## src/rtl/seq_detector_prog.sv

```systemverilog
// Programmable serial pattern detector with an optional saturating match counter.
// Build macro SEQDET_MATCH_COUNT_EN enables o_match_cnt/o_cnt_sat; otherwise both are tied to 0.
module seq_detector_prog #(
  parameter int                 PAT_LEN = 4,
  parameter int                 CNT_W   = 8,
  parameter logic [PAT_LEN-1:0] PAT_RST = PAT_LEN'(4'b0110)
) (
  input  logic               i_clk,
  input  logic               i_reset,
  input  logic               i_x,
  input  logic               i_x_valid,
  input  logic               i_pat_load,
  input  logic [PAT_LEN-1:0] i_pat_in,
  input  logic               i_overlap_en,
  input  logic               i_clr,
  output logic               o_z,
  output logic [CNT_W-1:0]   o_match_cnt,
  output logic               o_cnt_sat,
  output logic [PAT_LEN-1:0] o_pattern
);

  localparam int               FILL_W   = $clog2(PAT_LEN + 1);
  localparam logic [FILL_W-1:0] FILL_MAX = FILL_W'(PAT_LEN);

  logic [PAT_LEN-1:0] r_hist;
  logic [FILL_W-1:0]  r_fill;
  logic [PAT_LEN-1:0] r_pat;
  logic               r_z;

  logic               w_accept;
  logic [PAT_LEN-1:0] w_hist_next;
  logic [FILL_W-1:0]  w_fill_inc;
  logic               w_match;

  // pat_load and clr both swallow the bit presented alongside them
  assign w_accept    = i_x_valid && !i_pat_load && !i_clr;
  assign w_hist_next = {r_hist[PAT_LEN-2:0], i_x};
  assign w_fill_inc  = (r_fill == FILL_MAX) ? FILL_MAX : r_fill + FILL_W'(1);
  assign w_match     = w_accept && (w_hist_next == r_pat) && (w_fill_inc == FILL_MAX);

  always_ff @(posedge i_clk) begin
    if (i_reset) begin
      r_pat  <= PAT_RST;
      r_hist <= '0;
      r_fill <= '0;
      r_z    <= 1'b0;
    end else if (i_pat_load) begin
      r_pat  <= i_pat_in;
      r_fill <= '0;
      r_z    <= 1'b0;
    end else if (i_clr) begin
      r_fill <= '0;
      r_z    <= 1'b0;
    end else if (i_x_valid) begin
      r_hist <= w_hist_next;
      r_z    <= w_match;
      r_fill <= (w_match && !i_overlap_en) ? '0 : w_fill_inc;
    end else begin
      r_z <= 1'b0;
    end
  end

  assign o_z       = r_z;
  assign o_pattern = r_pat;

`ifdef SEQDET_MATCH_COUNT_EN
  localparam logic [CNT_W-1:0] CNT_MAX = {CNT_W{1'b1}};

  logic [CNT_W-1:0] r_cnt;
  logic             r_sat;

  always_ff @(posedge i_clk) begin
    if (i_reset || i_pat_load) begin
      r_cnt <= '0;
      r_sat <= 1'b0;
    end else if (w_match && (r_cnt != CNT_MAX)) begin
      r_cnt <= r_cnt + CNT_W'(1);
      r_sat <= ((r_cnt + CNT_W'(1)) == CNT_MAX);
    end
  end

  assign o_match_cnt = r_cnt;
  assign o_cnt_sat   = r_sat;
`else
  assign o_match_cnt = '0;
  assign o_cnt_sat   = 1'b0;
`endif

endmodule

```

## config.mk

```make
export PLATFORM = sky130hd
export DESIGN_NAME = seq_detector_prog
export DESIGN_NICKNAME = d
export VERILOG_FILES = /design/src/rtl/seq_detector_prog.sv
export SDC_FILE = /design/constraint.sdc
export NUM_CORES = 1
export LEC_CHECK = 0
export ABC_AREA = 1
export BUFFER_PORTS_ARGS = -buffer_cell sky130_fd_sc_hd__buf_2
export CAP_MARGIN = 20
export CORE_MARGIN = 5
export CORE_UTILIZATION = 39
export CTS_BUF_LIST = sky130_fd_sc_hd__clkbuf_8
export DETAILED_ROUTE_END_ITERATION = 6
export GPL_TIMING_DRIVEN = 0
export MAX_ROUTING_LAYER = met4
export PLACE_DENSITY = 0.76
export SLEW_MARGIN = 20
export SYNTH_ARGS = -nofsm -noshare
export SYNTH_HDL_FRONTEND = slang
export SYNTH_SLANG_ARGS = --single-unit
```

## constraint.sdc

```tcl
create_clock -name i_clk -period 4.1 [get_ports i_clk]
set_clock_uncertainty 0.2 [all_clocks]
set_input_delay 0.41 -clock i_clk [delete_from_list [all_inputs] [get_ports i_clk]]
set_output_delay 0.41 -clock i_clk [all_outputs]
set_load 0.02 [all_outputs]
```

==> out/metrics.cfg, run 1 <==
[cts]
clock-root-buffer=clkbuf_8
worst_skew_pair.late_latency_ps=240
cts-resized-gates=0
cts_post_setup_buffers_inserted=0
numCtsBuffers=3
tritoncts_clock_tree=yes
holdBufCountCts=0
clockBufferDepth=2
clock-sinks=11
cts.clk_slew.worst_paths_ps=50
cts.htree.levels=1

[worst_hold_path]
hold-path-endpoint=o_pattern[2]$_SDFFE_PP1P_
timing.hold.worst_path_depth=3
hold_class=in2reg
hold_path.startpoint=i_pat_in[2]

[global_route]
grt_pass1_vias=561
grt.total_usage_pct=12.69
pin_count_of_the_biggest_net_entering_global_routing=9
grt_pass1_wl_um=2373
grt-ovfl-total=0
grt_antenna_before_repair=0

[synth]
ys_seq_area_share_pct=32.90
netlist_area_sq_um=669.4
synth_flop_type=dfxtp_1
post_synth_num_cell_types=20
synth.largest_area_cell=dfxtp_1
yosys_warnings=0
postSynthCellCount=94
synth_edf_count=0
synth_top_cell_area_share_pct=32.90
yosysMostFrequentCell=inv_1
postSynthRegisterBits=11
average_cell_area_after_synthesis_sq_um=7.121
postSynth.asyncResetShare_pct=0
netlist_top_cells_count=18 x inv_1, 14 x nand2_1, 12 x o21ai_0
synth.top_cells.by_area=dfxtp_1 33%, buf_4 10%, inv_1 10%

[critical_path]
cp_slowest_stage_delay_ps=340
worst_ep_required_time_ps=4040
timing.setup.critical_path_class=reg2reg
timing.reg2reg.setup_slack_ps=2610
r2r-start=r_fill[0]$_SDFFE_PP0P_
critical_path_arrival_ps=1430
timing.critical_path.fanout_max=3
cp_num_cells=8
path_buf_inv=2
cp-end-kind=flip-flop
r2r-end=r_fill[2]$_SDFFE_PP0P_
worst_path_dominant_cell_family=flip-flops
rr_worst_depth=8
cp_slowest_cell=dfxtp_1
worstPathCellList=inv_1 -> ha_1 -> inv_1 -> nand2_1 -> nor2_1 -> nand4_1 -> nand2_1 -> a21oi_2
element_type_at_the_critical_path_start=flip-flop

[pwr]
power.density_nw_per_um2=324.3
max-vdd-ir-drop_uv=174.8
power.leakage_uw=0.0004507

[floorplan]
die_h_um=51.43
placement_rows=15
die_area_sq_um=2645
horizontal_die_dimension_um=51.43
coreArea_sq_um=1670
initial_core_util_pct=40.07
floorplan.io_pins=25

[timing]
setup_viol_count_final=0
tns_ps=0
ratio_of_final_minimum_period_to_clock_period_pct=36.40
grt_setup_unrepaired=false
timing_max_transition_violations_final=0
report.final.hold_viol_count=0
fmax_ghz=0.6700
post-route-min-period_ps=1493

[detailed_routing]
avgRoutedWirePerCell_um=10.31
drt_drc=0
detail_route.iter0.violations=15
detailedRoute.firstPassIterationCount=4
vias=624
drt-vias-per-instance=4.522
drt.antenna.violating_nets=0
routed_wirelength_um=1423

[cells_and_area]
final_core_utilization_pct=50.34
finalNetCount=135
antenna_cell_count=0
drive_above_1_share_pct=28.93
area_overhead_of_the_layout_relative_to_synthesis_pct=25.61
area_of_all_placed_cells_without_fillers_sq_um=840.8
filler_cell_count=175

[status]
result_of_the_run=completed

[place]
gp_congestion=0.7870
port_buffers=15
place_hpwl_um=1130
dpl-instance-area_sq_um=795.8

[job]
cap_violations=0

==> worst max-delay path by stage <==
| stage | start | slack (ps) | to |
|---|---|---|---|
| 2_1_floorplan | r_fill[0]$_SDFFE_PP0P_ | 2710 | r_fill[2]$_SDFFE_PP0P_ |
| 3_3_place_gp | r_fill[0]$_SDFFE_PP0P_ | 2640 | r_fill[2]$_SDFFE_PP0P_ |
| 3_5_place_dp | r_fill[0]$_SDFFE_PP0P_ | 2600 | r_fill[2]$_SDFFE_PP0P_ |
| 4_1_cts | r_fill[0]$_SDFFE_PP0P_ | 2600 | r_fill[2]$_SDFFE_PP0P_ |
| 5_1_grt | r_fill[0]$_SDFFE_PP0P_ | 2490 | r_fill[2]$_SDFFE_PP0P_ |
| 6_report | r_fill[0]$_SDFFE_PP0P_ | 2610 | r_fill[2]$_SDFFE_PP0P_ |
==> kinds of logic after synthesis <==
family / count (synthesis) / share of synthesized area (%)
simple gates: 29 / 23.18
buf+inv: 28 / 20.75
compound gates: 21 / 16.26
flops: 11 / 32.90
xor+xnor: 2 / 2.617
fa+ha+maj: 2 / 3.738
other cells: 1 / 0.5602
==> layout make-up <==
class                      count  area, sq um  area share, %
inverter                      19        71.32          8.482
clock buffer                   3        41.29          4.911
multi-input combinational     63        340.3          40.48
tap                           17        21.27          2.530
timing repair buffer          15        75.07          8.929
sequential                    11        220.2          26.19
buffer                         9        67.56          8.036
clock inverter                 1        3.754         0.4464
==> per-stage QoR <==
step           std cells  total power, uW  hold WS [ps]  setup slack [ps]
5_1_grt              138            288.6         179.7              2491
3_3_place_gp         134            165.3         268.3              2644
3_5_place_dp         134            166.5         278.1              2605
4_1_cts              138            276.9         176.6              2600
2_1_floorplan        102            151.9         252.9              2710
6_report             138            272.7         181.7              2607
==> flip-flops by register name, indices dropped and copies added, names as in the netlist <==
register	cells
o_pattern	4
r_fill	3
r_hist	3
o_z	1
==> power breakdown <==
group	switching, uW	total [uW]	internal, uW
Combinational	29.9	48.9	19.0
Sequential	4.09	116	112
Clock	41.9	108	65.8
Total	75.9	273	197
==> layout by cell type, fill, tap and decap left out, types with 2 or more instances in the layout <==
cell type,Yosys,layout
inv_1,18,19
buf_4,9,9
o21ai_0,12,12
nand2_1,14,14
nor2_1,5,5
nand3_1,2,2
clkbuf_8,0,3
buf_2,0,15
xnor2_1,2,2
ha_1,2,2
a21oi_1,8,8
dfxtp_1,11,11
nand4_1,2,2
conb_1,1,9
==> worst reg2reg max path, cell delays in order, from the launching register on <==
cell and delay, ps:
dfxtp_1 340, inv_1 70, ha_1 290, inv_1 100, nand2_1 60, nor2_1 100
nand4_1 90, nand2_1 80, a21oi_2 50
==> routing by layer <==
metal | part of all wire [%] | GRT usage (%) | vias up
li1 | - | - | 334
met1 | 41 | 13.85 | 273
met2 | 52 | 20.34 | 14
met3 | 5.1 | 3.499 | 3
met4 | 2.0 | 7.860 | 0
met5 | 0 | - | -
No activity file was read; power rests on OpenSTA's default activity.
==> run 2, diff against run 1 <==
- clock period: 4.1 -> 1.4 ns (I/O delays scaled with it)
==> run 2 against run 1 <==
Effect of this change:
- critical path depth is 1 higher
- wire length is 13% higher
- maximum frequency is 8.0% higher
- sequential power grew to 2.9 times the previous value
- core utilization is 9.4 points higher
- critical endpoint unchanged
- non-clock buffer count is 9 higher
- critical path type unchanged
- register-to-register slack worse by 2600 ps
- first-iteration DRC count is 20% lower
- global-route usage is 1.2 points higher
==> out/metrics.cfg, run 2 (synthesis gave the netlist of run 1 again) <==
[place]
place_worst_setup_slack_ps=-95.01  ; -2700 ps
gp_congestion=0.7870  ; unchanged
dpl-instance-area_sq_um=795.8  ; unchanged
place_hpwl_um=1130  ; unchanged
port_buffers=15  ; unchanged
cell_count_after_placement=134  ; unchanged

[floorplan]
die_h_um=51.43  ; unchanged
floorplan.io_pins=25  ; unchanged
coreArea_sq_um=1670  ; unchanged
initial_core_util_pct=40.07  ; unchanged
placement_rows=15  ; unchanged
horizontal_die_dimension_um=51.43  ; unchanged
die_area_sq_um=2645  ; unchanged

[detailed_routing]
vias=664  ; +6.4%
drt_drc=0  ; unchanged
drt-vias-per-instance=4.517  ; -0.10%
route.met2.wl_um=877  ; +19%
routed_wirelength_um=1602  ; +13%
detailedRoute.firstPassIterationCount=4  ; unchanged
highest_layer=met4
drt.antenna.violating_nets=0  ; unchanged
avgRoutedWirePerCell_um=10.90  ; +5.7%
drt-met1-wl_um=609  ; +4.3%
detail_route.iter0.violations=12  ; -3
route.met3.wl_um=88  ; +22%

[global_route]
grt_pass1_vias=621  ; +11%
grt.total_usage_pct=13.88  ; +1.2 points
grt-ovfl-total=0  ; unchanged
grt_antenna_before_repair=0  ; unchanged
grt_pass1_wl_um=2615  ; +10%
pin_count_of_the_biggest_net_entering_global_routing=9  ; unchanged

[cts]
worst_skew_pair.late_latency_ps=240  ; about the same
clock-root-buffer=clkbuf_8
numCtsBuffers=3  ; unchanged
clock-sinks=11  ; unchanged
clockBufferDepth=2  ; unchanged
tritoncts_clock_tree=yes
cts.htree.levels=1  ; unchanged
cts.clk_slew.worst_paths_ps=50  ; about the same

[worst_hold_path]
timing.hold.worst_path_depth=3  ; unchanged
hold_class=in2reg

[cells_and_area]
layout.cells.most_common_list=16 x inv_1, 15 x buf_2, 12 x o21ai_0, 12 x buf_4
antenna_cell_count=0  ; unchanged
area_of_all_placed_cells_without_fillers_sq_um=998.5  ; +19%
flip_flop_count_of_the_largest_register_after_layout=4  ; unchanged
mostFrequentLayoutCell=inv_1
filler_cell_count=164  ; -6.3%
drive_above_1_share_pct=40.00  ; +11 points
final-instance-count-excl-fill=147  ; +6.5%
finalNetCount=144  ; +6.7%
area_overhead_of_the_layout_relative_to_synthesis_pct=49.16

[pwr]
power.density_nw_per_um2=824.5  ; +150%
power.leakage_uw=0.0005065  ; +12%
max-vdd-ir-drop_uv=517.7  ; +200%

[timing]
timing_max_transition_violations_final=0  ; unchanged
report.final.hold_viol_count=0  ; unchanged
post-route-min-period_ps=1382  ; -110.1 ps
setup_viol_count_final=0  ; unchanged
post-route-worst-setup-slack_ps=17.58  ; -2590 ps
ratio_of_final_minimum_period_to_clock_period_pct=98.74  ; +62 points
tns_ps=0  ; unchanged
grt_setup_unrepaired=true
fmax_ghz=0.7234  ; +8.0%

[critical_path]
element_type_at_the_critical_path_start=flip-flop
timing.setup.critical_path_class=reg2reg
cp-end-kind=flip-flop
worst_ep_required_time_ps=1340  ; -2700 ps
critical_path_arrival_ps=1320  ; -110 ps
rr_worst_depth=9  ; +1
timing.critical_path.fanout_max=3  ; unchanged

[status]
result_of_the_run=completed

[job]
cap_violations=0  ; unchanged

-- run 2: final cells by class --
class                      instances  area, sq um  area share [%]
clock buffer                       3        41.29           4.135
multi-input combinational         63        402.9           40.35
clock inverter                     1        3.754          0.3759
tap                               17        21.27           2.130
buffer                             9        67.56           6.767
timing repair buffer              24        157.7           15.79
sequential                        11        227.7           22.81
inverter                          19        76.32           7.644
-- run 2: timing repair --
action | in CTS | in global routing
gates resized for setup | 7 | 15
hold buffers | 6 | 0
hold endpoints to repair | 6 | 0
setup endpoints to repair | 1 | 2
pin swaps | 4 | 8
setup buffers | 3 | 0
-- run 2: worst max-delay path, stage by stage (launching register included) --
cell and delay, ps:
dfxtp_4 360, inv_4 80, ha_4 150, nand2_4 70, nand2_4 80, nand2_2 50
nor2_2 90, nand4_1 70, nand2_1 80, a21oi_2 50
-- run 2: worst paths after layout --
check,from,endpoint,slack [ps]
setup / recovery,r_fill[0]$_SDFFE_PP0P_,r_fill[2]$_SDFFE_PP0P_,20
setup reg to reg,r_fill[0]$_SDFFE_PP0P_,r_fill[2]$_SDFFE_PP0P_,20
hold reg to reg,r_hist[0]$_SDFFE_PP0P_,r_hist[0]$_SDFFE_PP0P_,280
hold / removal,i_x,r_hist[0]$_SDFFE_PP0P_,10
-- run 2: routing by layer --
metal	GRT usage (%)	vias to the layer above
met5	-	-
met4	7.860	0
met3	3.499	3
met2	22.67	14
met1	15.28	297
li1	-	350
-- run 2: stage by stage --
stage | hold slack [ps] | power (uW) | util, %
after detailed placement | 163.6 | 487.6 | 47.64
after global placement | 157.0 | 484.2 | 47.64
after global routing | 37.45 | 870.2 | 59.78
after CTS | 13.44 | 832.0 | 56.78
final | 10.35 | 823.3 | 59.78
after floorplan | 9.722 | 444.7 | -
-- run 2: power breakdown --
part           internal [uW]  leakage, uW  switching (uW)
sequential               325    0.0000917            13.4
combinational           74.0     0.000388            95.0
clock                    193    0.0000269             123
total                    592     0.000507             231
==> run 3, diff against run 2 <==
- RECOVER_POWER: not set -> 50
==> run 3 against run 2 <==
Effect of this change:
- wire length is essentially flat
- sequential share of layout area grew 0.086 points
- flip-flop and latch count is the same
- combinational power is essentially flat
- critical path type unchanged
==> out/metrics.cfg, run 3 (synthesis gave the netlist of run 1 again) <==
[status]
result_of_the_run=completed

[cells_and_area]
flip_flop_count_of_the_largest_register_after_layout=4  ; unchanged
area_overhead_of_the_layout_relative_to_synthesis_pct=48.60
filler_cell_count=163  ; -0.61%
multi_input_comb_area_sq_um=402.9  ; unchanged
layout.cells.most_common_list=16 x inv_1, 12 x o21ai_0, 12 x buf_4, 12 x buf_2
mostFrequentLayoutCell=inv_1
finalNetCount=144  ; unchanged
final-instance-count-excl-fill=147  ; unchanged
antenna_cell_count=0  ; unchanged
seqCellArea_sq_um=227.7  ; unchanged
drive_above_1_share_pct=37.69  ; -2.3 points

[global_route]
grt_pass1_vias=621  ; unchanged
grt_pass1_wl_um=2615  ; unchanged
grt_antenna_before_repair=0  ; unchanged
pin_count_of_the_biggest_net_entering_global_routing=9  ; unchanged
grt-ovfl-total=0  ; unchanged
grt.total_usage_pct=13.88  ; unchanged

[timing]
grt_setup_unrepaired=true
post-route-worst-setup-slack_ps=17.61  ; +0.02860 ps
fmax_ghz=0.7234  ; about the same
setup_viol_count_final=0  ; unchanged
post-route-min-period_ps=1382  ; -0.02860 ps
timing_max_transition_violations_final=0  ; unchanged
ratio_of_final_minimum_period_to_clock_period_pct=98.74  ; about the same
report.final.hold_viol_count=0  ; unchanged

[cts]
numCtsBuffers=3  ; unchanged
cts.clk_slew.worst_paths_ps=50  ; about the same
clockBufferDepth=2  ; unchanged
tritoncts_clock_tree=yes
clock-root-buffer=clkbuf_8
worst_skew_pair.late_latency_ps=240  ; about the same
cts.htree.levels=1  ; unchanged
clock-sinks=11  ; unchanged

[floorplan]
coreArea_sq_um=1670  ; unchanged
placement_rows=15  ; unchanged
die_h_um=51.43  ; unchanged
initial_core_util_pct=40.07  ; unchanged
die_area_sq_um=2645  ; unchanged
floorplan.io_pins=25  ; unchanged
horizontal_die_dimension_um=51.43  ; unchanged

[detailed_routing]
route.met2.wl_um=877  ; unchanged
vias=664  ; unchanged
drt-vias-per-instance=4.517  ; unchanged
highest_layer=met4
routed_wirelength_um=1601  ; about the same
drt.antenna.violating_nets=0  ; unchanged
drt-met1-wl_um=607  ; -0.33%
detail_route.iter0.violations=12  ; unchanged
drt_drc=0  ; unchanged
detailedRoute.firstPassIterationCount=4  ; unchanged
avgRoutedWirePerCell_um=10.89  ; about the same
route.met3.wl_um=87  ; -1.1%

[pwr]
power_frac_clock_pct=38.4  ; about the same
power.density_nw_per_um2=826.6  ; +0.25%
max-vdd-ir-drop_uv=517.8  ; about the same
pwr-share-comb_pct=20.4  ; about the same
power.leakage_uw=0.0004966  ; -2.0%
net-switching-power_uw=231.4  ; about the same
intPower_uw=590.8  ; -0.18%
pwr-share-seq_pct=41.2  ; about the same
switching_share_pct=28.14  ; +0.040 points

[critical_path]
timing.critical_path.fanout_max=3  ; unchanged
element_type_at_the_critical_path_start=flip-flop
worst_ep_required_time_ps=1340  ; about the same
critical_path_arrival_ps=1320  ; about the same
cp-end-kind=flip-flop
timing.setup.critical_path_class=reg2reg

[place]
place_hpwl_um=1130  ; unchanged
place_worst_setup_slack_ps=-95.01  ; unchanged
cell_count_after_placement=134  ; unchanged
gp_congestion=0.7870  ; unchanged
port_buffers=15  ; unchanged

[job]
cap_violations=0  ; unchanged

[worst_hold_path]
hold_class=in2reg

==> run 3: changes by cell type in the layout (fill, tap and decap cells not counted) <==
cell / change
buf_2: -3
clkbuf_1: +3
==> run 3: worst max-delay path, stage by stage, from the launching register on <==
cell	delay, ps
dfxtp_4	360
inv_4	80
ha_4	150
nand2_4	70
nand2_4	80
nand2_2	50
nor2_2	90
nand4_1	70
nand2_1	80
a21oi_2	50
==> run 3: area by class of cell <==
cell class,instances,share of cell area [%]
flip-flops and latches,11,22.89
inverters,19,7.673
clock inverters,1,0.3774
clock buffers,3,4.151
repair buffers,24,15.47
well taps,17,2.138
multi-input cells,63,40.50
plain buffers,9,6.792
==> run 3: stage by stage <==
stage / utilization [%] / hold slack [ps] / power, uW / TNS [ps] / area [sq um]
after floorplan: - / 9.722 / 444.7 / 0 / 699.4
after detailed placement: 47.64 / 163.6 / 487.6 / -95.01 / 795.8
after CTS: 56.78 / 13.44 / 832.0 / 0 / 948.4
final: 59.55 / 10.38 / 822.2 / 0 / 994.7
after global routing: 59.55 / 37.45 / 869.2 / -68.85 / 994.7
after global placement: 47.64 / 157.0 / 484.2 / -55.80 / 795.8
==> run 3: repair_timing <==
action	4_1_cts	5_1_grt
endpoints found under the hold margin	6	0
gates resized for setup	7	15
pin swaps	4	8
setup endpoints to repair	1	2
hold buffers	6	0
setup buffers	3	0
==> run 3: power groups by stage <==
stage | sequential, uW | combinational [uW] | clock, uW
after floorplan | 354 | 90.8 | 0
after global placement | 345 | 139 | 0
after detailed placement | 346 | 142 | 0
after CTS | 340 | 163 | 329
after global routing | 342 | 186 | 342
final | 339 | 168 | 316
==> run 3: path summary, 6_finish.rpt <==
kind / startpoint / to / slack [ps] / cells past startpoint
setup / recovery: r_fill[0]$_SDFFE_PP0P_ / r_fill[2]$_SDFFE_PP0P_ / 20 / 9
hold / removal: i_x / r_hist[0]$_SDFFE_PP0P_ / 10 / 3
setup reg to reg: r_fill[0]$_SDFFE_PP0P_ / r_fill[2]$_SDFFE_PP0P_ / 20 / 9
hold reg to reg: r_hist[0]$_SDFFE_PP0P_ / r_hist[0]$_SDFFE_PP0P_ / 280 / 2
==> run 3: layer usage <==
layer  global-route usage (%)  vias up
met5                        -        -
met3                    3.499        3
met1                    15.28      297
met2                    22.67       14
li1                         -      350
met4                    7.860        0
